`config.mk`:
```
export PLATFORM = sky130hd
export DESIGN_NAME = plot_arbiter
export DESIGN_NICKNAME = d
export VERILOG_FILES = /design/src/rtl/plot_arbiter.sv
export SDC_FILE = /design/constraint.sdc
export NUM_CORES = 1
export LEC_CHECK = 0
export CAP_MARGIN = 20
export CELL_PAD_IN_SITES_DETAIL_PLACEMENT = 1
export CELL_PAD_IN_SITES_GLOBAL_PLACEMENT = 2
export CORE_MARGIN = 2
export CORE_UTILIZATION = 36
export CTS_BUF_LIST = sky130_fd_sc_hd__clkbuf_2 sky130_fd_sc_hd__clkbuf_4 sky130_fd_sc_hd__clkbuf_8
export CTS_CLUSTER_SIZE = 24
export DETAILED_ROUTE_END_ITERATION = 8
export GPL_TIMING_DRIVEN = 0
export PLACE_DENSITY_LB_ADDON = 0.1
export SLEW_MARGIN = 20
export SYNTH_ARGS = -nofsm -noshare
export SYNTH_HDL_FRONTEND = slang
export SYNTH_SLANG_ARGS = --single-unit
```
`constraint.sdc`:
```
create_clock -name clk -period 9.1 [get_ports clk]
set_input_delay 1.365 -clock clk [delete_from_list [all_inputs] [get_ports clk]]
set_output_delay 1.365 -clock clk [all_outputs]
set_load 0.05 [all_outputs]
```
`src/rtl/plot_arbiter.sv`:
```
// plot_arbiter
// Round-robin arbiter that merges pixel writes from four requesters into a
// single registered write port for a VGA adapter. Each requester owns a
// one-entry buffer, so it can post a pixel and move on while the sink is
// busy serving someone else.
//
// Ports
//   clk                      system clock, all state on its rising edge
//   reset                    asynchronous active-high reset
//   x_in0..x_in3   [7:0]     pixel x from requester i
//   y_in0..y_in3   [6:0]     pixel y from requester i
//   colour_in0..3  [2:0]     pixel colour from requester i
//   plot0..plot3             write strobe from requester i
//   vga_stall                sink refuses writes this cycle
//   ready0..ready3           combinational: requester i's buffer can accept
//   vga_x/vga_y/vga_colour   registered pixel to the adapter
//   vga_plot                 registered write strobe to the adapter
//   overflow       [3:0]     sticky per-requester "a write was dropped" flag

module plot_arbiter #(
  parameter int X_MAX = 159,
  parameter int Y_MAX = 119
) (
  input  logic       clk,
  input  logic       reset,
  input  logic [7:0] x_in0,
  input  logic [7:0] x_in1,
  input  logic [7:0] x_in2,
  input  logic [7:0] x_in3,
  input  logic [6:0] y_in0,
  input  logic [6:0] y_in1,
  input  logic [6:0] y_in2,
  input  logic [6:0] y_in3,
  input  logic [2:0] colour_in0,
  input  logic [2:0] colour_in1,
  input  logic [2:0] colour_in2,
  input  logic [2:0] colour_in3,
  input  logic       plot0,
  input  logic       plot1,
  input  logic       plot2,
  input  logic       plot3,
  input  logic       vga_stall,
  output logic       ready0,
  output logic       ready1,
  output logic       ready2,
  output logic       ready3,
  output logic [7:0] vga_x,
  output logic [6:0] vga_y,
  output logic [2:0] vga_colour,
  output logic       vga_plot,
  output logic [3:0] overflow
);

  localparam logic [7:0] X_LIM = 8'(X_MAX);
  localparam logic [6:0] Y_LIM = 7'(Y_MAX);

  logic [7:0] x_arr [4];
  logic [6:0] y_arr [4];
  logic [2:0] c_arr [4];
  logic [3:0] plot_vec;

  logic [7:0] buf_x [4];
  logic [6:0] buf_y [4];
  logic [2:0] buf_c [4];
  logic [3:0] pending;

  logic [1:0] last_grant;
  logic [1:0] grant_idx;
  logic       grant_valid;
  logic [3:0] grant;
  logic [3:0] ready;
  logic [3:0] in_range;
  logic [3:0] capture;
  logic [3:0] drop;

  assign x_arr[0] = x_in0;
  assign x_arr[1] = x_in1;
  assign x_arr[2] = x_in2;
  assign x_arr[3] = x_in3;
  assign y_arr[0] = y_in0;
  assign y_arr[1] = y_in1;
  assign y_arr[2] = y_in2;
  assign y_arr[3] = y_in3;
  assign c_arr[0] = colour_in0;
  assign c_arr[1] = colour_in1;
  assign c_arr[2] = colour_in2;
  assign c_arr[3] = colour_in3;
  assign plot_vec = {plot3, plot2, plot1, plot0};

  assign ready0 = ready[0];
  assign ready1 = ready[1];
  assign ready2 = ready[2];
  assign ready3 = ready[3];

  // Round-robin pick: scan from last_grant+1 upward (wrapping) and take the
  // first pending requester. The first hit wins, so later hits are ignored.
  always_comb begin
    grant_idx   = 2'd0;
    grant_valid = 1'b0;
    if (!vga_stall) begin
      for (int off = 1; off <= 4; off++) begin
        if (!grant_valid && pending[last_grant + 2'(off)]) begin
          grant_idx   = last_grant + 2'(off);
          grant_valid = 1'b1;
        end
      end
    end
  end

  // A granted buffer empties at this edge, so it can be refilled at the same
  // edge; that is why ready includes the grant and not just !pending.
  always_comb begin
    grant    = '0;
    ready    = '0;
    in_range = '0;
    capture  = '0;
    drop     = '0;
    for (int i = 0; i < 4; i++) begin
      grant[i]    = grant_valid && (grant_idx == 2'(i));
      ready[i]    = !pending[i] || grant[i];
      in_range[i] = (x_arr[i] <= X_LIM) && (y_arr[i] <= Y_LIM);
      capture[i]  = plot_vec[i] && ready[i] && in_range[i];
      drop[i]     = plot_vec[i] && !ready[i] && in_range[i];
    end
  end

  // Buffers and pending bits. A same-edge capture beats the grant's clear so
  // the freshly written pixel is not lost behind the one being sent out.
  always_ff @(posedge clk or posedge reset) begin
    if (reset) begin
      pending <= '0;
      for (int i = 0; i < 4; i++) begin
        buf_x[i] <= '0;
        buf_y[i] <= '0;
        buf_c[i] <= '0;
      end
    end else begin
      for (int i = 0; i < 4; i++) begin
        if (capture[i]) begin
          buf_x[i]   <= x_arr[i];
          buf_y[i]   <= y_arr[i];
          buf_c[i]   <= c_arr[i];
          pending[i] <= 1'b1;
        end else if (grant[i]) begin
          pending[i] <= 1'b0;
        end
      end
    end
  end

  // Output register and arbitration history. last_grant resets to 3 so
  // requester 0 is first in line after reset.
  always_ff @(posedge clk or posedge reset) begin
    if (reset) begin
      vga_x      <= '0;
      vga_y      <= '0;
      vga_colour <= '0;
      vga_plot   <= 1'b0;
      last_grant <= 2'd3;
    end else if (grant_valid) begin
      vga_x      <= buf_x[grant_idx];
      vga_y      <= buf_y[grant_idx];
      vga_colour <= buf_c[grant_idx];
      vga_plot   <= 1'b1;
      last_grant <= grant_idx;
    end else begin
      vga_plot   <= 1'b0;
    end
  end

  // Overflow flags only ever accumulate; reset is the sole way to clear them.
  always_ff @(posedge clk or posedge reset) begin
    if (reset) begin
      overflow <= '0;
    end else begin
      overflow <= overflow | drop;
    end
  end

endmodule
```
### Word-level counts from Yosys, hierarchy flattened

Cells that the tools add are included.

| word-level totals | value |
|---|---|
| bits in registers | 101 |
| bits in latches | 0 |
| memory bits (writable) | 0 |
| memory bits (read-only) | 0 |
| memories | 0 |

| cells by class | value |
|---|---|
| add/sub/neg operators | 3 |
| multipliers | 0 |
| divide/modulo/power cells | 0 |
| order comparisons | 13 |
| equal/unequal tests | 3 |
| shift-type cells | 0 |
| mux-type cells | 39 |
| bitwise logic cells | 2 |
| reductions and logical operators | 47 |

Operator list:

| kind | number |
|---|---|
| 8-bit <= comparator (second input constant) | 4 |
| 7-bit <= comparator (second input constant) | 4 |
| 1-bit logical AND | 27 |
| 1-bit 2-to-1 mux | 21 |
| 8-bit binary-select mux with 2-bit select | 1 |
| 8-bit 2-to-1 mux | 2 |
| 7-bit binary-select mux with 2-bit select | 1 |
| 7-bit 2-to-1 mux | 2 |
| 2-bit by 3-bit less-than comparator with 1-bit output (second input constant) | 4 |
| 1-bit logical NOT | 11 |
| 2-bit 2-to-1 mux | 5 |
| 1-bit binary-select mux with 2-bit select | 4 |
| 2-bit nonzero test | 4 |
| 3-bit binary-select mux with 2-bit select | 1 |
| 3-bit 2-to-1 mux | 2 |
| 2-bit adder (second input constant) | 2 |
| 2-bit == test (second input constant) | 2 |
| 1-bit logical OR | 4 |
| 4-bit bitwise OR | 1 |
| 3-bit greater-or-equal comparator (second input constant) | 1 |
| 2-bit inverter with 3-bit output | 1 |
| 2-bit by 1-bit adder with 2-bit output (second input constant) | 1 |
| 2-bit by 1-bit == test with 1-bit output (second input constant) | 1 |
| 2-bit logical NOT | 1 |

### Depth between registers and ports, before layout

| logic depth | value |
|---|---|
| depth after elaboration | 24 |
| mapped depth | 9 |
| mapped depth without buffers | 5 |

### Least setup slack after synthesis

OpenSTA, ideal clock, no wires.

| path | value |
|---|---|
| path type | flip-flop to output port |
| start point | register last_grant[1] |
| end point | output ready0 |
| data arrival time | 2.714 ns |
| required time | 7.735 ns |
| slack | 5.021 ns |
| stages on the path, launching flop included | 6 |
| path buffers | 1 |
| cells stage by stage | dfstp_2 buf_6 mux2i_2 a2bb2oi_2 nand2_2 o31ai_1 |

| between the ends | value |
|---|---|
| cells in the longest elaborated chain, start to end | 20 |

Ends and longest elaborated chain:

| item | line | text |
|---|---|---|
| from (decl) | 67 | `logic [1:0] last_grant;` |
| from (signal assigned) | 165 | `last_grant <= grant_idx;` |
| 2-bit by 1-bit adder with 2-bit output | 102, 103 |  |
| 1-bit binary-select mux with 2-bit select | 102 | `if (!grant_valid && pending[last_grant + 2'(off)]) begin` |
| 1-bit 2-to-1 mux (not written as such) | 102 |  |
| 1-bit 2-to-1 mux | 102 |  |
| 1-bit 2-to-1 mux | 100 | `if (!vga_stall) begin` |
| 1-bit logical NOT | 102 |  |
| 1-bit logical AND | 102 |  |
| 1-bit 2-to-1 mux | 102 |  |
| (+4 left out) | n/a |  |
| 1-bit 2-to-1 mux | 100 |  |
| 1-bit logical NOT | 102 |  |
| 1-bit logical AND | 102 |  |
| 2-bit 2-to-1 mux | 102 |  |
| 2-bit 2-to-1 mux | 100 |  |
| 2-bit logical NOT | 119 | `grant[i] = grant_valid && (grant_idx == 2'(i));` |
| 1-bit logical AND (*) | 119 |  |
| 1-bit logical OR (*) | 120 | `ready[i] = !pending[i] \|\| grant[i];` |
| to (decl) | 43 | `output logic ready0,` |

Mark *: on every way between the ends. The rest lies on a longest branch, timed or not. The select of a mux whose other input is x is not followed.

### Final worst setup path

| path | value |
|---|---|
| start point | input vga_stall |
| end point | output ready2 |

| between the ends | value |
|---|---|
| cells in the longest elaborated chain, start to end | 4 |

Ends and longest elaborated chain:

| item | line | text |
|---|---|---|
| from (decl) | 42 | `input logic vga_stall,` |
| 2-bit 2-to-1 mux | 100 |  |
| 2-bit == test | 119 |  |
| 1-bit logical AND (*) | 119 |  |
| 1-bit logical OR (*) | 120 |  |
| to (decl) | 45 | `output logic ready2,` |

Mark *: on every way between the ends. The rest lies on a longest branch, timed or not.

==> metrics <==
Critical Path AT 3.81 ns; total grt overflow 0; Die H 119 µm; Cell Chain, Critical Path clkdlybuf4s50_1 -> a211oi_2 -> nand2_1 -> o21a_1 -> clkbuf_1 -> inv_1 -> clkdlybuf4s50_1; Total Routing Usage GR 20.4%; startpoint types input pin; Post-CTS Hold Buffers 0; EDFF count, synth 0; initial antenna violation count 0; top cells by count, synth dfrtp_1 (99), nand2_1 (64), nand3_1 (36), mux2_2 (26), o21ai_0 (26); maximum vdd drop 0.000108 V; status complete, no violations; post-synthesis register bit count 101; die area 14100 µm²; Hold Crit Depth 1; NumNets Final 616; fmax 0.193 GHz; crit path capture type output port; syn avg cell area 11.3 µm²; critical path type in2out; Synth warnings 0; TritonCTS clock tree built; Primary FF master, synth dfrtp_1; Ports 106; antenna cells 0; path depth of the worst reg2reg path 7; Seq/Total Area, Yosys 53.4%; Final Instance Count excl. Fillers 713; Cell Area, Synth 4740 µm²; Max clock buf depth 2; Root Driver clkbuf_8; Critical-path top delay cell clkdlybuf4s50_1; final setup violation count 0; layout cell share with drive strength beyond 1 15.0%; worst slew pin tran 0.870 ns; clk sinks 101; post-CTS setup buffer count 0; drt drc 0; area leader, netlist dfrtp_1; dpl hpwl 10.8 mm; Yosys top cell area share 52.3%; Via Count 3718; final worst slack 3.93 ns; DRT iter0 DRCs 129; Starting Density 37.3%; DRT Wirelength 13.9 mm; Synth Net Count 499; Power, Total 2.21 mW; H-tree levels 3; Slew Limit Headroom 42.0%; Synth Instances 420; clock-pin transition on the worst setup and hold timing paths 0.10 ns; core footprint 12700 µm²; largest net degree at the start of global routing 78; Buffers on Ports 105; CP Depth 7; Period minus WS final 5.17 ns; peak fanout along the critical path 10; placed cells 698; Post-DRT Antenna Nets 0; number of CTS-inserted buffers 9; delay-heaviest family, CP buffers and inverters; RSZ-0062 raised after global routing no; latest clock arrival within the worst-skew pair 0.38 ns; chip width 119 µm; CP required 7.74 ns; Yosys cell types 55; FP Rows 41; pre-CTS setup slack 3.95 ns; RePlAce Congestion 0.758; setup TNS 0 ns; PwrDens 354 nW/µm²; wire per inst 19.5 µm; Final Max Tran Viols 0; Area Growth Syn to Fin 31.4%; WHS 0.465 ns; Max stage delay on crit path 0.80 ns; most frequent cell after synthesis dfrtp_1; synth top area cells dfrtp_1 (52%), mux2_2 (6.2%), nand2_1 (5.1%), nand3_1 (3.8%), mux2_4 (2.9%); drt via density 5.21; vias in the first global route 4023; share of synthesized registers carrying an async set or reset 100%; Max Cap Viol 0; Worst Path Buf+Inv 4; first-pass GRT wire length 22.2 mm; HP Class reg2reg; Pre-antenna DRT Iters 4; crit share post-route 56.8%; post-cts resize count 0; leakage power 2.55 nW; Worst Skew 0.0100 ns; Final Hold Vio Count 0; most frequent CP cell clkdlybuf4s50_1
-- area by class of cell --
type / instances / area [µm²]
plain buffers: 30 / 158
clock buffers: 9 / 124
clock inverters: 6 / 63.8
fillers: 1449 / 6500
inverters: 4 / 20.0
multi-input cells: 285 / 2040
flip-flops and latches: 101 / 2530
well taps: 172 / 215
repair buffers: 106 / 1080
-- power breakdown --
part / internal, mW / switching, mW / leakage (nW)
Sequential: 0.656 / 0.131 / 1.22
Clock: 0.126 / 0.160 / 0.0915
Combinational: 0.464 / 0.671 / 1.24
Total: 1.25 / 0.961 / 2.55
-- placed cells by master (no fill, tap or decap), drive strengths merged, types with 2 or more instances in the layout --
cell,n
clkdlybuf4s50,105
dfrtp,99
nand2,65
mux2,42
nand3,36
o21ai,29
clkbuf,28
o22ai,18
mux2i,13
a32oi,12
buf,12
o211ai,11
a21oi,9
a221o,6
a21o,5
inv,5
o21a,4
nand4,4
nor2,4
and4b,2
and3,2
nand2b,2
or2,2
clkinv,2
clkinvlp,2
dfstp,2
and2b,2
o21bai,2
-- path summary, 6_finish.rpt --
check,slack (ns),from,endpoint
setup / recovery,3.93,vga_stall,ready2
hold / removal,0.46,overflow[3],overflow[3]
setup reg to reg,6.56,last_grant[1],vga_y[3]
hold reg to reg,0.46,overflow[3],overflow[3]
max in group asynchronous,7.12,reset,last_grant[0]
min in group asynchronous,1.30,reset,overflow[3]
-- through the flow --
stage / util (%) / instance area (µm²)
2_1_floorplan: - / 4740
3_3_place_gp: 47.2 / 6010
3_5_place_dp: 47.5 / 6040
4_1_cts: 48.9 / 6230
5_1_grt: 48.9 / 6230
6_report: 48.9 / 6230
-- logic make-up (layout without fill, tap and decap cells) --
logic type	Yosys count	in the layout	synth area share, %
buf+inv	34	155	3.64
compound gates	107	107	16.9
simple gates	123	123	12.6
mux	55	55	13.5
flops	101	101	53.4
-- registers in the layout (all words and copies together), names as in the netlist --
register    flops
pending         4
buf_c          12
last_grant      2
vga_x           8
vga_y           7
buf_x          32
vga_colour      3
vga_plot        1
buf_y          28
overflow        4
-- routing by layer --
metal,global-route usage [%],routed length [µm]
met1,26.9,6490
met2,34.4,6690
met3,3.47,497
met4,6.32,203
met5,0,0
Note: power is estimated with default switching activity, not from simulation.
